$ cat config.mk
export PLATFORM = sky130hd
export DESIGN_NAME = me_result_reader
export DESIGN_NICKNAME = d
export VERILOG_FILES = /design/src/rtl/me_pkg.sv /design/src/rtl/me_out_stage.sv /design/src/rtl/me_result_reader.sv
export SDC_FILE = /design/constraint.sdc
export NUM_CORES = 1
export LEC_CHECK = 0
export ABC_AREA = 1
export CAP_MARGIN = 20
export CORE_AREA = 2 2 87 151
export DETAILED_ROUTE_END_ITERATION = 8
export DIE_AREA = 0 0 89 153
export PLACE_DENSITY_LB_ADDON = 0.08
export SLEW_MARGIN = 20
export SYNTH_ARGS = -nofsm -noshare
export SYNTH_HDL_FRONTEND = slang
export SYNTH_SLANG_ARGS = --single-unit
$ cat constraint.sdc
create_clock -name clk_fsm -period 2.8 [get_ports clk_fsm]
set_input_delay 0.42 -clock clk_fsm [delete_from_list [all_inputs] [get_ports clk_fsm]]
set_output_delay 0.42 -clock clk_fsm [all_outputs]
set_load 0.01 [all_outputs]
$ cat src/rtl/me_pkg.sv
// Shared constants for the ME result reader: address width, word-type codes,
// FIFO word widths, counter limits and the reader FSM state encoding.
package me_pkg;

  localparam int MSBI  = 13;
  localparam int VEC_W = 30;
  localparam int IMG_W = 26;
  localparam int CNT_W = 14;

  localparam logic [1:0] WT_VEC = 2'b01;
  localparam logic [1:0] WT_PIX = 2'b10;
  localparam logic [1:0] WT_TRL = 2'b11;

  localparam logic [CNT_W-1:0] CNT_MAX = '1;

  typedef enum logic [3:0] {
    S_IDLE,
    S_ARB,
    S_POP_VEC,
    S_CAP_VEC,
    S_POP_IMG,
    S_CAP_IMG,
    S_SEND,
    S_TRAILER,
    S_DONE
  } state_t;

  function automatic logic [CNT_W-1:0] sat_inc(input logic [CNT_W-1:0] v);
    return (v == CNT_MAX) ? v : v + CNT_W'(1);
  endfunction

endpackage

$ cat src/rtl/me_out_stage.sv
// Single-entry output holding register: a loaded word stays on out_data with
// its sop/eop flags until the consumer accepts it with out_ready.
module me_out_stage (
  input  logic        clk_fsm,
  input  logic        rst_n,
  input  logic        load,
  input  logic [31:0] load_data,
  input  logic        load_sop,
  input  logic        load_eop,
  input  logic        out_ready,
  output logic [31:0] out_data,
  output logic        out_valid,
  output logic        out_sop,
  output logic        out_eop,
  output logic        fire
);

  logic [31:0] data_q, data_d;
  logic        valid_q, valid_d;
  logic        sop_q, sop_d;
  logic        eop_q, eop_d;

  always_comb begin
    data_d  = data_q;
    valid_d = valid_q;
    sop_d   = sop_q;
    eop_d   = eop_q;
    if (valid_q && out_ready) begin
      data_d  = '0;
      valid_d = 1'b0;
      sop_d   = 1'b0;
      eop_d   = 1'b0;
    end
    if (load) begin
      data_d  = load_data;
      valid_d = 1'b1;
      sop_d   = load_sop;
      eop_d   = load_eop;
    end
  end

  always_ff @(posedge clk_fsm or negedge rst_n) begin
    if (!rst_n) begin
      data_q  <= '0;
      valid_q <= 1'b0;
      sop_q   <= 1'b0;
      eop_q   <= 1'b0;
    end else begin
      data_q  <= data_d;
      valid_q <= valid_d;
      sop_q   <= sop_d;
      eop_q   <= eop_d;
    end
  end

  assign out_data  = data_q;
  assign out_valid = valid_q;
  assign out_sop   = sop_q;
  assign out_eop   = eop_q;
  assign fire      = valid_q & out_ready;

endmodule

$ cat src/rtl/me_result_reader.sv
// Drains the vector and pixel FIFOs after a search and streams them out framed by
// sop/eop plus a counting trailer. Optional frame-tag check: ME_READER_TAG_CHECK_EN.
module me_result_reader #(
  parameter int MSBI = me_pkg::MSBI
) (
  input  logic                      clk_fsm,
  input  logic                      rst_n,
  input  logic                      start,
  input  logic                      search_finish,
  input  logic                      vec_fifo_empty,
  output logic                      vec_fifo_rd_req,
  input  logic [2*MSBI+3:0]         vec_fifo_q,
  input  logic                      img_fifo_empty,
  output logic                      img_fifo_rd_req,
  input  logic [me_pkg::IMG_W-1:0]  img_fifo_q,
  output logic [31:0]               out_data,
  output logic                      out_valid,
  input  logic                      out_ready,
  output logic                      out_sop,
  output logic                      out_eop,
  output logic [13:0]               vec_count,
  output logic [13:0]               px_count,
  output logic                      idle,
  output logic                      tag_err
);
  import me_pkg::*;

  state_t           state_q, state_d;
  logic             vec_rd_q, vec_rd_d;
  logic             img_rd_q, img_rd_d;
  logic [CNT_W-1:0] vec_cnt_q, vec_cnt_d;
  logic [CNT_W-1:0] px_cnt_q, px_cnt_d;
  logic [1:0]       frame_tag_q, frame_tag_d;
  logic [1:0]       wtype_q, wtype_d;
  logic             tag_valid_q, tag_valid_d;
  logic             sop_pending_q, sop_pending_d;
  logic             finish_seen_q, finish_seen_d;
`ifdef ME_READER_TAG_CHECK_EN
  logic             tag_err_q, tag_err_d;
`endif

  logic        ld, ld_eop, fire;
  logic [31:0] ld_data;
  logic [1:0]  cap_img;
  logic [31:0] cap_word;

  // FIFO q is valid in CAP_x, one cycle after the POP_x read request.
  assign cap_img  = (state_q == S_CAP_VEC) ? vec_fifo_q[2*MSBI+3 -: 2] : img_fifo_q[25:24];
  assign cap_word = (state_q == S_CAP_VEC) ? {WT_VEC, vec_fifo_q}
                                           : {WT_PIX, img_fifo_q[25:24], 4'b0000, img_fifo_q[23:0]};

  always_comb begin
    state_d       = state_q;
    vec_rd_d      = 1'b0;
    img_rd_d      = 1'b0;
    vec_cnt_d     = vec_cnt_q;
    px_cnt_d      = px_cnt_q;
    frame_tag_d   = frame_tag_q;
    wtype_d       = wtype_q;
    tag_valid_d   = tag_valid_q;
    sop_pending_d = sop_pending_q;
    finish_seen_d = finish_seen_q;
`ifdef ME_READER_TAG_CHECK_EN
    tag_err_d     = tag_err_q;
`endif
    ld            = 1'b0;
    ld_eop        = 1'b0;
    ld_data       = '0;

    if (state_q != S_IDLE && search_finish) finish_seen_d = 1'b1;

    case (state_q)
      S_IDLE: begin
        if (start) begin
          state_d       = S_ARB;
          vec_cnt_d     = '0;
          px_cnt_d      = '0;
          frame_tag_d   = 2'b00;
          tag_valid_d   = 1'b0;
          sop_pending_d = 1'b1;
          finish_seen_d = 1'b0;
`ifdef ME_READER_TAG_CHECK_EN
          tag_err_d     = 1'b0;
`endif
        end
      end
      S_ARB: begin
        if (!vec_fifo_empty) begin
          state_d  = S_POP_VEC;
          vec_rd_d = 1'b1;
        end else if (!img_fifo_empty) begin
          state_d  = S_POP_IMG;
          img_rd_d = 1'b1;
        end else if (finish_seen_q) begin
          state_d = S_TRAILER;
        end
      end
      S_POP_VEC: state_d = S_CAP_VEC;
      S_POP_IMG: state_d = S_CAP_IMG;
      S_CAP_VEC, S_CAP_IMG: begin
        state_d = S_SEND;
        ld      = 1'b1;
        ld_data = cap_word;
        wtype_d = (state_q == S_CAP_VEC) ? WT_VEC : WT_PIX;
        if (!tag_valid_q) begin
          frame_tag_d = cap_img;
          tag_valid_d = 1'b1;
        end
`ifdef ME_READER_TAG_CHECK_EN
        else if (cap_img != frame_tag_q) begin
          tag_err_d = 1'b1;
          ld        = 1'b0;
          state_d   = S_ARB;
        end
`endif
      end
      S_TRAILER: begin
        state_d = S_SEND;
        ld      = 1'b1;
        ld_eop  = 1'b1;
        ld_data = {WT_TRL, frame_tag_q, vec_cnt_q, px_cnt_q};
        wtype_d = WT_TRL;
      end
      S_SEND: begin
        if (fire) begin
          sop_pending_d = 1'b0;
          if (wtype_q == WT_TRL) begin
            state_d = S_DONE;
          end else begin
            state_d = S_ARB;
            if (wtype_q == WT_VEC) vec_cnt_d = sat_inc(vec_cnt_q);
            else                   px_cnt_d  = sat_inc(px_cnt_q);
          end
        end
      end
      S_DONE:  state_d = S_IDLE;
      default: state_d = S_IDLE;
    endcase
  end

  always_ff @(posedge clk_fsm or negedge rst_n) begin
    if (!rst_n) begin
      state_q       <= S_IDLE;
      vec_rd_q      <= 1'b0;
      img_rd_q      <= 1'b0;
      vec_cnt_q     <= '0;
      px_cnt_q      <= '0;
      frame_tag_q   <= 2'b00;
      wtype_q       <= 2'b00;
      tag_valid_q   <= 1'b0;
      sop_pending_q <= 1'b0;
      finish_seen_q <= 1'b0;
`ifdef ME_READER_TAG_CHECK_EN
      tag_err_q     <= 1'b0;
`endif
    end else begin
      state_q       <= state_d;
      vec_rd_q      <= vec_rd_d;
      img_rd_q      <= img_rd_d;
      vec_cnt_q     <= vec_cnt_d;
      px_cnt_q      <= px_cnt_d;
      frame_tag_q   <= frame_tag_d;
      wtype_q       <= wtype_d;
      tag_valid_q   <= tag_valid_d;
      sop_pending_q <= sop_pending_d;
      finish_seen_q <= finish_seen_d;
`ifdef ME_READER_TAG_CHECK_EN
      tag_err_q     <= tag_err_d;
`endif
    end
  end

  me_out_stage u_out_stage (
    .clk_fsm   (clk_fsm),
    .rst_n     (rst_n),
    .load      (ld),
    .load_data (ld_data),
    .load_sop  (sop_pending_q),
    .load_eop  (ld_eop),
    .out_ready (out_ready),
    .out_data  (out_data),
    .out_valid (out_valid),
    .out_sop   (out_sop),
    .out_eop   (out_eop),
    .fire      (fire)
  );

  assign vec_fifo_rd_req = vec_rd_q;
  assign img_fifo_rd_req = img_rd_q;
  assign vec_count       = vec_cnt_q;
  assign px_count        = px_cnt_q;
  assign idle            = (state_q == S_IDLE);
`ifdef ME_READER_TAG_CHECK_EN
  assign tag_err         = tag_err_q;
`else
  assign tag_err         = 1'b0;
`endif

endmodule
; ---- Word level (Yosys, flattened, before mapping)
; Index checks and enable logic that the tools add are counted.
; W data, S select, Z words.
[totals]
ff_bits = 76
input_bits = 63
out_inout_bits = 67
[classes]
eq_ne = 20
n_bitwise = 1
n_reduce_logical = 16
muxes = 47
addsub = 2
[op_table]
columns = operator, n
row1 = $mux W14, 9
row2 = $mux W32, 3
row3 = $pmux W32 S2, 1
row4 = $pmux W14 S2, 2
row5 = $add A14 B1 Y14 const B, 2
row6 = $eq A14 B14 Y1 const B, 2
row7 = $mux W4, 6
row8 = $pmux W4 S6, 1
row9 = $mux W1, 17
row10 = $eq A4 B3 Y1 const B, 4
row11 = $ne A2 B2 Y1 const B, 8
row12 = $reduce_and A6 Y1, 2
row13 = $reduce_and A3 Y1, 3
row14 = $eq A4 B2 Y1 const B, 2
row15 = $mux W2, 4
row16 = $pmux W2 S2, 2
row17 = $reduce_bool A2 Y1, 4
row18 = $eq A4 B1 Y1 const B, 1
row19 = $logic_not A4 Y1, 1
row20 = $ne A4 B4 Y1 const B, 1
row21 = $pmux W1 S2, 2
row22 = $reduce_bool A4 Y1, 1
row23 = $reduce_or A3 Y1, 1
row24 = $eq A2 B1 Y1 const B, 1
row25 = other kinds (5), 6

; ---- Logic depth before layout (Yosys ltp)
; Gate-level depths: netlist of run 1.
[depth]
ltp_word = 6
depth_mapped = 11

; ---- Hierarchy
; A second synthesis of run 1 with hierarchy kept.
[unflattened]
hier_cells = 682
area_unflattened_um2 = 4677.0
[by_module_without_submodules]
columns = mod, instances, cells_each, area_each_um2
row1 = me_result_reader, 1, 530, 3169.3
row2 = me_out_stage, 1, 152, 1507.7

; ---- Worst setup path after synthesis of run 1
; Ideal clock, no wire load.
[synth_path]
path_type = reg2reg
from = register vec_cnt_q[0] (netlist: vec_count[0])
to = register vec_cnt_q[6] (netlist: vec_count[6])
required_ns = 2.683
path_stages_with_launch = 12
path_buffers = 1
arrival_time_ns = 1.473
path_slack_ns = 1.211
cell_sequence = dfrtp_1 > ha_1 > nand2_1 > nor2_1 > nand2_1 > inv_1 > nand3_1 > nand2_2 > nor2_4 > buf_6 > nand2_1 > nand2_1
[synth_via]
elab_chain_len = 6
word_cells_on_any_way = 9
classes_between = add/sub: 1 / eq/ne: 2 / mux: 5 / reduce/logical: 1
[synth_lines]
columns = item, line
row1 = from (decl), me_result_reader.sv:31  ; logic [CNT_W-1:0] vec_cnt_q, vec_cnt_d;
row2 = from (signal assigned), me_result_reader.sv:160  ; vec_cnt_q <= vec_cnt_d;
row3 = $add A14 B1 Y14, me_pkg.sv:29  ; return (v == CNT_MAX) ? v : v + CNT_W'(1);
row4 = $mux W14, me_pkg.sv:29
row5 = $mux W14, me_result_reader.sv:131  ; if (wtype_q == WT_VEC) vec_cnt_d = sat_inc(vec_cnt_q);
row6 = $mux W14, me_result_reader.sv:127  ; if (wtype_q == WT_TRL) begin
row7 = $mux W14, me_result_reader.sv:125  ; if (fire) begin
row8 = $pmux W14 S2, me_result_reader.sv:72  ; case (state_q)
; Parallel ways exist; a longest one is shown, timed or not. The select of a mux whose other input is x is not followed.
; A chain may end at the register's enable or synchronous reset.

; ---- Worst setup path after layout of run 1
[layout_path]
from = register state_q[3]
to = output idle
[layout_via]
elab_chain_len = 1
[layout_lines]
columns = item, line
row1 = from (decl), me_result_reader.sv:28  ; state_t state_q, state_d;
row2 = from (signal assigned), me_result_reader.sv:157  ; state_q <= state_d;
row3 = $logic_not A4 Y1, me_result_reader.sv:192  ; assign idle = (state_q == S_IDLE);
row4 = to (decl), me_result_reader.sv:23  ; output logic idle,
; Every way passes these cells.

==> key figures, run 1 <==
Pwr
  • P_int: 3.088 mW
  • Pwr dens: between 800 and 900 nW/um^2
  • Clk pwr share: 24.5%
  • Sequential power share: 31.3%
  • Power share of the combinational group: 44.3%
  • Final total power: 5.101 mW
  • Maximum vdd drop: ~440 uV
  • P_leak: 2.691 nW
  • Switching power: 2.014 mW
  • Net Sw Frac: just under 40%

Setup path
  • Bufs and invs on worst path: 2
  • Critical path peak fanout: 6
  • CP Data Arrival Time: between 1.5 and 2 ns
  • Cell class contributing the biggest share of worst-path delay: buffers and inverters
  • Slowest CP cell: clkdlybuf4s50_1
  • CP max stage delay: 0.54 ns
  • Crit path kind: register to output port
  • CP Launch Type: register
  • Critical path, cell by cell: nor2_4 > nand3_1 > inv_1 > clkdlybuf4s50_1
  • Worst path required time: about 2.4 ns
  • CP endpoint kind: output port

Floorplan
  • Chip height: roughly 150 um
  • Die area: 13,620 sq um
  • Core Region: 12,430 sq um
  • Row Count: between 50 and 60
  • Die width: roughly 90 um
  • I/O pin cnt: 130
  • Initial Util: 34.16%

Cells and area
  • Register area: 1902 sq um
  • Final instance area: 5976 sq um
  • Area occupied by multi-input gates: 2041 sq um
  • Layout overhead on the synthesized area: 40.72%
  • Share of cells above drive strength 1: 6.250%
  • Fill cells: ~1,300
  • Post-Layout Cell Count: 888
  • Final Util: 48.07%
  • Most common cell after layout, fill and taps aside: nand2_1
  • # diodes: 0
  • Nets: 780
  • Most frequent cells in the layout: nand2_1 (261), clkdlybuf4s50_1 (127), dfrtp_1 (76)

STA
  • F_max: 445.6 MHz
  • Setup slack after layout: 0.5560 ns
  • Max Slew Vio Count: 0
  • Final setup vio count: 0
  • Worst-margin pin slew: roughly 0.74 ns
  • Tightest hold margin: approximately 0.11 ns
  • RSZ-0062 raised after global routing: no
  • Clock skew: 0.006375 ns
  • Final hold viol count: 0
  • Crit share post-route: 80.14%
  • Slew margin rel.: 50.56%
  • Minimum clock period: approximately 2.2 ns
  • Post-Route Setup TNS: 0 ns

Detailed routing
  • Vias/cell: approximately 4.8
  • Drt pass-1 iters: 4
  • Vias: 4,262
  • Total detailed-routing wirelength: 13.40 mm
  • 1st-iter DRT viols: 160
  • Number of remaining DRC errors: 0
  • Wirelength per Cell: 15.09 um
  • Antenna-violating nets left: 0

Synthesis
  • FF+latch count, synth: 76
  • Mapped Nets: 657
  • Distinct cells, synth: 33
  • Top cells by area, synth: dfrtp_1 (45%), nand2_1 (23%), nor2_1 (5.7%), inv_1 (3.8%), nand3_1 (3.5%)
  • Synth area leader: dfrtp_1
  • Sequential area share after synthesis: 44.78%
  • Syn_area_per_cell: 7.173 sq um
  • Ys Warns: 0
  • Cells after Synth: 592
  • Mapped Area: 4247 sq um
  • Area share of the largest cell type after synthesis: 44.78%

Placement
  • Placed Cells incl. Taps: 872
  • Number of buffers added on ports: 128
  • Post-DP Area: 5654 sq um
  • Placement Setup Slack: ~0.8 ns
  • GP Congestion: approximately 0.83
  • Detailed Place HPWL: 9.731 mm

Global routing
  • M3 GR Usage: just over 4%
  • Overflow after GRT: 0
  • Vias in the first global route: between 4,000 and 5,000
  • Gr busiest metal: met2
  • Met1 usage: 23.59%
  • First-pass GRT wire length: about 21 mm
  • Met2 usage: 37.06%
  • GRT Overall Usage: 20.42%
  • Initial antenna violation count: 0
  • Largest net degree at the start of global routing: 77

CTS
  • Cts bufs inserted: 9
  • Clk root buf: clkbuf_16
  • Clock sinks: 76
  • Clk_lat worst skew: 0.33 ns
  • CTS tree: done
  • Post-CTS setup buffers: 0
  • Post-CTS sizing: 0
  • Hold Buf Count CTS: 0
  • Clock transition at path regs: 0.06 ns
  • CTS Buffer Depth: 2
  • H-tree levels: 3

Hold path
  • Hold Path Class: input port to asynchronous set/reset pin

Run status
  • Status: finished clean

Job
  • Max cap viols: 0
[metal layers]
layer  wire (um)  part of all wire, %
met1        5181                   39
met2        7374                   55
met3         621                  4.6
met4         220                  1.6
met5           0                    0
[cell usage after synthesis (all sizes together)]
master   number
o21a          2
nand3b        2
dfrtp        76
nand4        17
xor2          2
ha            2
nor2         72
a22o          1
o22ai         1
nand2       269
inv          48
nor3b         2
o2bb2ai       1
o2111ai       6
buf          15
o21ai        13
conb          1
o211ai        8
clkbuf        5
a21oi        11
nor3          5
nand3        33
[final timing paths]
| path | from | end | slack [ns] | depth (start not counted) |
|---|---|---|---|---|
| worst max-delay path | state_q[3] | idle | 0.56 | 4 |
| worst min-delay path | rst_n | u_out_stage.out_data[1] | 0.11 | 1 |
| worst max register to register | state_q[0] | vec_count[4] | 0.86 | 9 |
| worst min register to register | u_out_stage.out_eop | u_out_stage.out_eop | 0.48 | 2 |
| max in group asynchronous | rst_n | vec_count[10] | 2.16 | 1 |
| min in group clk_fsm | u_out_stage.out_eop | u_out_stage.out_eop | 0.48 | 2 |
[final cells by class]
class	count	share of cell area (%)
repair buffers	132	22.17
multi-input cells	448	34.15
inverters	48	3.015
well taps	168	3.518
clock buffers	10	3.832
flip-flops and latches	76	31.83
clock inverters	6	1.487
[registers in the layout, summed over array words and instances (netlist names)]
name,flops
u_out_stage.out_eop,1
wtype_q,2
u_out_stage.out_data,32
tag_valid_q,1
frame_tag_q,2
u_out_stage.out_valid,1
u_out_stage.out_sop,1
px_count,14
sop_pending_q,1
vec_fifo_rd_req,1
finish_seen_q,1
vec_count,14
img_fifo_rd_req,1
state_q,4
[kinds of logic after synthesis]
kind of cell | count (synthesis) | share of synthesized area (%)
other | 1 | 0.08831
buffers and inverters | 68 | 7.337
AO/OA/AOI/OAI | 43 | 6.394
AND/OR/NAND/NOR | 400 | 40.39
adder cells (fa/ha/maj) | 2 | 0.5892
flip-flops | 76 | 44.78
XOR/XNOR | 2 | 0.4126
[power by group through the flow]
stage	Combinational, mW	Clock [mW]	Sequential [mW]
after global placement	2.27	0	1.61
after global routing	2.50	1.33	1.63
after detailed placement	2.30	0	1.61
after floorplan	1.27	0	1.68
final	2.26	1.25	1.60
after CTS	2.31	1.28	1.60
(Power assumes the default switching activity.)
==> run 2, diff against run 1 <==
==> constraint.sdc (replaced) <==
create_clock -name clk_fsm -period 2 [get_ports clk_fsm]
set_input_delay 0.3 -clock clk_fsm [delete_from_list [all_inputs] [get_ports clk_fsm]]
set_output_delay 0.3 -clock clk_fsm [all_outputs]
set_load 0.01 [all_outputs]
==> run 2 against run 1 <==
Effect of this change:
- clock skew rose by 0.0016 ns
- via count grew 1.6%
- critical path depth rose by 5
- power grew 43%
- first-iteration DRC count up 14%
- sequential share of layout area fell by 0.73 points
- register-to-register slack got worse by 0.62 ns
- clock-buffer cell count increased by 1
==> key figures, run 2 (same netlist as run 1, synthesis figures left out) <==
Run status
  • Status: finished clean (unchanged)

Placement
  • Detailed Place HPWL: 9.942 mm (was 9.731 mm)
  • GP Congestion: 0.8180 (was 0.8305)
  • Number of buffers added on ports: 128 (unchanged)

STA
  • Final setup vio count: 0 (unchanged)
  • Max Slew Vio Count: 0 (unchanged)
  • RSZ-0062 raised after global routing: no (unchanged)
  • Slew margin rel.: 65.17% (was 50.56%)
  • Minimum clock period: 1.758 ns
  • F_max: 568.9 MHz
  • Worst-margin pin slew: 0.5218 ns (was 0.7415 ns)
  • Clock skew: 0.007951 ns (was 0.006375 ns)
  • Crit share post-route: between 80% and 90%
  • Tightest hold margin: 0.4497 ns (was 0.1096 ns)
  • Post-Route Setup TNS: 0 ns (unchanged)
  • Final hold viol count: 0 (unchanged)

CTS
  • H-tree levels: 3 (unchanged)
  • Cts bufs inserted: 9 (unchanged)
  • Clk root buf: clkbuf_16 (unchanged)
  • CTS tree: done (unchanged)
  • Clk_lat worst skew: 0.33 ns (about the same)
  • CTS Buffer Depth: 2 (unchanged)
  • Clock sinks: 76 (unchanged)
  • Clock transition at path regs: 0.06 ns (about the same)

Pwr
  • Maximum vdd drop: 520.7 uV (was 443.3 uV)
  • Pwr dens: 1190 nW/um^2 (was 853.7 nW/um^2)
  • P_leak: 2.796 nW (was 2.691 nW)

Detailed routing
  • Antenna-violating nets left: 0 (unchanged)
  • Number of remaining DRC errors: 0 (unchanged)
  • Wirelength per Cell: 14.87 um (was 15.09 um)
  • Drt pass-1 iters: 4 (unchanged)
  • Vias/cell: 4.797 (was 4.800)
  • Total detailed-routing wirelength: 13.43 mm (was 13.40 mm)
  • Vias: 4,332 (was 4,262)
  • 1st-iter DRT viols: 182 (was 160)

Cells and area
  • Nets: 795 (was 780)
  • Most common cell after layout, fill and taps aside: nand2_1 (unchanged)
  • Layout overhead on the synthesized area: 44.14% (was 40.72%)
  • Most frequent cells in the layout: nand2_1 (261), clkdlybuf4s50_1 (126), dfrtp_1 (75) (was nand2_1 (261), clkdlybuf4s50_1 (127), dfrtp_1 (76))
  • Register area: 1903 sq um (was 1902 sq um)
  • # diodes: 0 (unchanged)
  • Area occupied by multi-input gates: 2046 sq um (was 2041 sq um)
  • Fill cells: 1,288 (was 1,319)
  • Max reg flops: 32 (unchanged)
  • Share of cells above drive strength 1: 8.299% (was 6.250%)

Floorplan
  • I/O pin cnt: 130 (unchanged)
  • Initial Util: 34.16% (unchanged)
  • Core Region: 12,430 sq um (unchanged)
  • Row Count: 54 (unchanged)
  • Chip height: 153 um (unchanged)
  • Die width: 89 um (unchanged)
  • Die area: 13,620 sq um (unchanged)

Global routing
  • Initial antenna violation count: 0 (unchanged)
  • GRT Overall Usage: 20.60% (was 20.42%)
  • Overflow after GRT: 0 (unchanged)
  • Vias in the first global route: 4,389 (was 4,237)
  • First-pass GRT wire length: 21.89 mm (was 21.49 mm)
  • Largest net degree at the start of global routing: 48 (was 77)

Setup path
  • CP endpoint kind: register (was output port)
  • Reg-to-reg startpoint: state_q[0] (unchanged)
  • Crit path kind: register to register (was register to output port)
  • Critical path peak fanout: 10 (was 6)
  • CP Launch Type: register (unchanged)
  • Critical Path Source: state_q[0] (was state_q[3])
  • Worst path required time: 2.22 ns (was 2.38 ns)
  • CP Data Arrival Time: 1.98 ns (was 1.82 ns)

Hold path
  • Hold Path Class: input port to asynchronous set/reset pin (unchanged)

Job
  • Max cap viols: 0 (unchanged)
-- run 2: metal layers --
layer	GRT usage, %	part of all wire, %	vias up	wire [um]
li1	-	-	2146	-
met1	23.25	39	2052	5243
met2	38.77	55	122	7384
met3	3.078	4.6	12	620
met4	5.544	1.4	0	182
met5	0	0	-	0
-- run 2: repair_timing --
| action | CTS | global route |
|---|---|---|
| hold buffers | 1 | 0 |
| endpoints found under the hold margin | 29 | 0 |
| gates resized for setup | 2 | 1 |
| endpoints found under the setup margin | 1 | 1 |
| pin swaps | 1 | 0 |
| buffers inserted | 1 | 1 |
-- run 2: final timing paths --
kind                                            end  cells after the start  slack, ns
hold / removal              u_out_stage.out_data[7]                      2       0.45
hold reg to reg            u_out_stage.out_data[27]                      2       0.48
max in group asynchronous  u_out_stage.out_data[27]                      3       0.93
setup reg to reg                     frame_tag_q[0]                      9       0.24
min in group clk_fsm       u_out_stage.out_data[27]                      2       0.48
setup / recovery                     frame_tag_q[0]                      9       0.24
-- run 2: report_power, final --
part	total, mW	switching, mW	leakage (nW)	internal (mW)
clock network	1.75	0.633	0.159	1.12
logic	3.33	1.95	1.63	1.39
registers	2.20	0.238	1.00	1.96
-- run 2: stage by stage --
step / instance area [sq um] / setup slack, ns / power, mW / util, % / std cells
2_1_floorplan: 4247 / 0.4109 / 4.142 / - / 592
3_3_place_gp: 5769 / 0.1867 / 5.513 / 46.41 / 884
3_5_place_dp: 5769 / 0.1569 / 5.558 / 46.41 / 884
4_1_cts: 6111 / 0.01171 / 7.367 / 49.15 / 902
5_1_grt: 6121 / 0.04929 / 7.788 / 49.24 / 903
6_report: 6121 / 0.2421 / 7.283 / 49.24 / 903
-- run 2: area by class of cell --
type / instances / area share (%)
Inverter: 48 / 2.944
Timing Repair Buffer: 147 / 23.92
Clock buffer: 11 / 3.966
Tap cell: 168 / 3.434
Sequential cell: 76 / 31.09
Clock inverter: 5 / 1.226
Multi-Input combinational cell: 448 / 33.42
-- run 2: worst max-delay path, stage by stage (launching register included) --
cell and delay (ns):
dfrtp_2 0.43, buf_4 0.16, nand2_1 0.08, inv_1 0.05, nand2_2 0.21, nand2_1 0.26, inv_1 0.16, nand2_1 0.08
nand2_1 0.11, o21ai_0 0.08
==> run 3, diff against run 2 <==
--- a/config.mk
+++ b/config.mk
@@ -10,6 +10,7 @@
 export CORE_AREA = 2 2 87 151
 export DETAILED_ROUTE_END_ITERATION = 8
 export DIE_AREA = 0 0 89 153
+export GPL_TIMING_DRIVEN = 0
 export PLACE_DENSITY_LB_ADDON = 0.08
 export SLEW_MARGIN = 20
 export SYNTH_ARGS = -nofsm -noshare
==> run 3 against run 2 <==
Effect of this change:
- maximum frequency shrank 5.6%
- worst hold slack gained 0.032 ns
- die area is the same
- via count grew 0.39%
- highest routed layer unchanged
- sequential power grew 2%
- combinational power grew 2%
- clock-buffer cell count shrank 2
- cell count grew 0.55%
- sequential share of layout area shrank 0.14 points
- register-to-register slack lost 0.10 ns
- critical path depth shrank 3
- wire length grew 5.0%
==> key figures, run 3 (same netlist as run 1, synthesis figures left out) <==
Run status
  • Status: finished clean (unchanged)

Cells and area
  • Nets: 800 (was 795)
  • Layout overhead on the synthesized area: 45.08% (was 44.14%)
  • Share of cells above drive strength 1: 8.784% (was 8.299%)
  • Most frequent cells in the layout: nand2_1 (261), clkdlybuf4s50_1 (126), dfrtp_1 (72) (was nand2_1 (261), clkdlybuf4s50_1 (126), dfrtp_1 (75))
  • Max reg flops: 32 (unchanged)
  • # diodes: 0 (unchanged)
  • Final Util: 49.56% (was 49.24%)
  • Most common cell after layout, fill and taps aside: nand2_1 (unchanged)

Detailed routing
  • Antenna-violating nets left: 0 (unchanged)
  • 1st-iter DRT viols: 197 (was 182)
  • Number of remaining DRC errors: 0 (unchanged)
  • Vias/cell: 4.790 (was 4.797)
  • Drt pass-1 iters: 6 (was 4)
  • Vias: 4,349 (was 4,332)
  • Total detailed-routing wirelength: 14.10 mm (was 13.43 mm)
  • Wirelength per Cell: 15.53 um (was 14.87 um)

Setup path
  • Crit path kind: register to register (unchanged)
  • CP Data Arrival Time: 2.13 ns (was 1.98 ns)
  • CP max stage delay: 0.54 ns (was 0.43 ns)
  • Critical path, cell by cell: inv_1 > nand2_1 > nor2_1 > clkbuf_1 > nand2_1 > nand4_1 (was buf_4 > nand2_1 > inv_1 > nand2_2 > nand2_1 > inv_1 > nand2_1 > nand2_1 > o21ai_0)
  • Bufs and invs on worst path: 2 (was 3)
  • Slowest CP cell: clkbuf_1 (was dfrtp_2)
  • CP Launch Type: register (unchanged)
  • CP endpoint kind: register (unchanged)
  • Most used cell, CP: nand2_1 (unchanged)
  • Worst path required time: 2.27 ns (was 2.22 ns)
  • Critical path peak fanout: 10 (unchanged)
  • Cell class contributing the biggest share of worst-path delay: simple AND/OR/NAND/NOR gates (unchanged)

CTS
  • Cts bufs inserted: 9 (unchanged)
  • Clk_lat worst skew: 0.34 ns (was 0.33 ns)
  • CTS tree: done (unchanged)
  • Clock transition at path regs: 0.06 ns (about the same)
  • Clk root buf: clkbuf_16 (unchanged)
  • CTS Buffer Depth: 2 (unchanged)
  • H-tree levels: 3 (unchanged)
  • Clock sinks: 76 (unchanged)

Floorplan
  • I/O pin cnt: 130 (unchanged)
  • Initial Util: 34.16% (unchanged)
  • Chip height: 153 um (unchanged)
  • Die width: 89 um (unchanged)
  • Core Region: 12,430 sq um (unchanged)
  • Row Count: 54 (unchanged)
  • Die area: 13,620 sq um (unchanged)

Placement
  • Number of buffers added on ports: 128 (unchanged)
  • GP Congestion: 0.8426 (was 0.8180)
  • Detailed Place HPWL: 10.57 mm (was 9.942 mm)

STA
  • Final setup vio count: 0 (unchanged)
  • RSZ-0062 raised after global routing: no (unchanged)
  • Minimum clock period: 1.863 ns (was 1.758 ns)
  • Crit share post-route: 93.13% (was 87.89%)
  • Clock skew: 0.008143 ns (was 0.007951 ns)
  • Worst-margin pin slew: 0.7404 ns (was 0.5218 ns)
  • Max Slew Vio Count: 0 (unchanged)
  • F_max: 536.9 MHz (was 568.9 MHz)
  • Final hold viol count: 0 (unchanged)
  • Slew margin rel.: 50.64% (was 65.17%)

Pwr
  • Sequential power share: 29.2% (was 30.1%)
  • Pwr dens: 1244 nW/um^2 (was 1190 nW/um^2)
  • Clk pwr share: 26.3% (was 24.1%)
  • Maximum vdd drop: 606.6 uV (was 520.7 uV)
  • Final total power: 7.665 mW (was 7.283 mW)
  • Switching power: 2.951 mW (was 2.821 mW)
  • P_int: 4.714 mW (was 4.463 mW)
  • Net Sw Frac: 38.50% (was 38.73%)
  • Power share of the combinational group: 44.5% (was 45.8%)
  • P_leak: 2.803 nW (was 2.796 nW)

Global routing
  • GRT Overall Usage: 21.48% (was 20.60%)
  • First-pass GRT wire length: 22.43 mm (was 21.89 mm)
  • Overflow after GRT: 0 (unchanged)
  • Vias in the first global route: 4,373 (was 4,389)
  • Initial antenna violation count: 0 (unchanged)
  • Largest net degree at the start of global routing: 40 (was 48)

Hold path
  • Hold Path Class: register to register (was input port to asynchronous set/reset pin)

Job
  • Max cap viols: 0 (unchanged)
## run 3: worst register-to-register path, stage by stage, from the launching register on
cell and delay (ns):
dfrtp_2 0.45, inv_1 0.07, nand2_1 0.06, nor2_1 0.34, clkbuf_1 0.54, nand2_1 0.19
nand4_1 0.15
## run 3: what timing repair did
action | CTS | global route
endpoints found under the setup margin | 1 | 16
hold buffers | 1 | 0
pin swaps | 1 | 0
endpoints found under the hold margin | 38 | 0
resized for setup | 5 | 3
setup buffers | 2 | 0
## run 3: metrics by stage
step	area, sq um	instances	hold slack (ns)	setup WS [ns]	TNS [ns]
after global placement	5738	888	0.4576	-2.294	-173.84
after detailed placement	5756	889	0.3244	0.02462	0
after floorplan	4247	592	0.004409	0.4109	0
final	6161	908	0.4815	0.1374	0
after CTS	6156	908	0.4828	0.09908	0
after global routing	6161	908	0.5058	0.01221	0
## run 3: final timing paths
check | from | end | slack, ns | cells past startpoint
setup / recovery | state_q[3] | u_out_stage.out_data[18] | 0.14 | 6
hold / removal | u_out_stage.out_data[5] | u_out_stage.out_data[5] | 0.48 | 2
setup reg to reg | state_q[3] | u_out_stage.out_data[18] | 0.14 | 6
hold reg to reg | u_out_stage.out_data[5] | u_out_stage.out_data[5] | 0.48 | 2
max in group asynchronous | rst_n | vec_count[1] | 0.88 | 3
min in group asynchronous | rst_n | u_out_stage.out_data[7] | 0.49 | 2
## run 3: area by class of cell
class / instances / area [sq um]
tap: 168 / 210.2
multi-input combinational: 448 / 2046
clock buffer: 9 / 225.2
sequential: 76 / 1907
timing repair buffer: 132 / 1323
fill: 1266 / 6271
inverter: 48 / 180.2
buffer: 20 / 131.4
clock inverter: 7 / 138.9
## run 3: routing by layer
metal	part of all wire (%)	up-vias	GRT usage (%)
li1	-	2163	-
met1	39	2032	25.07
met2	54	135	38.77
met3	4.3	19	3.240
met4	2.0	0	7.392
met5	0	-	0
## run 3: power by group through the flow
stage	sequential [mW]	clock (mW)	combinational, mW
6_report	2.24	2.01	3.41
4_1_cts	2.23	2.05	3.48
3_5_place_dp	2.25	0	3.42
3_3_place_gp	2.25	0	3.38
5_1_grt	2.29	2.12	3.77
2_1_floorplan	2.36	0	1.78
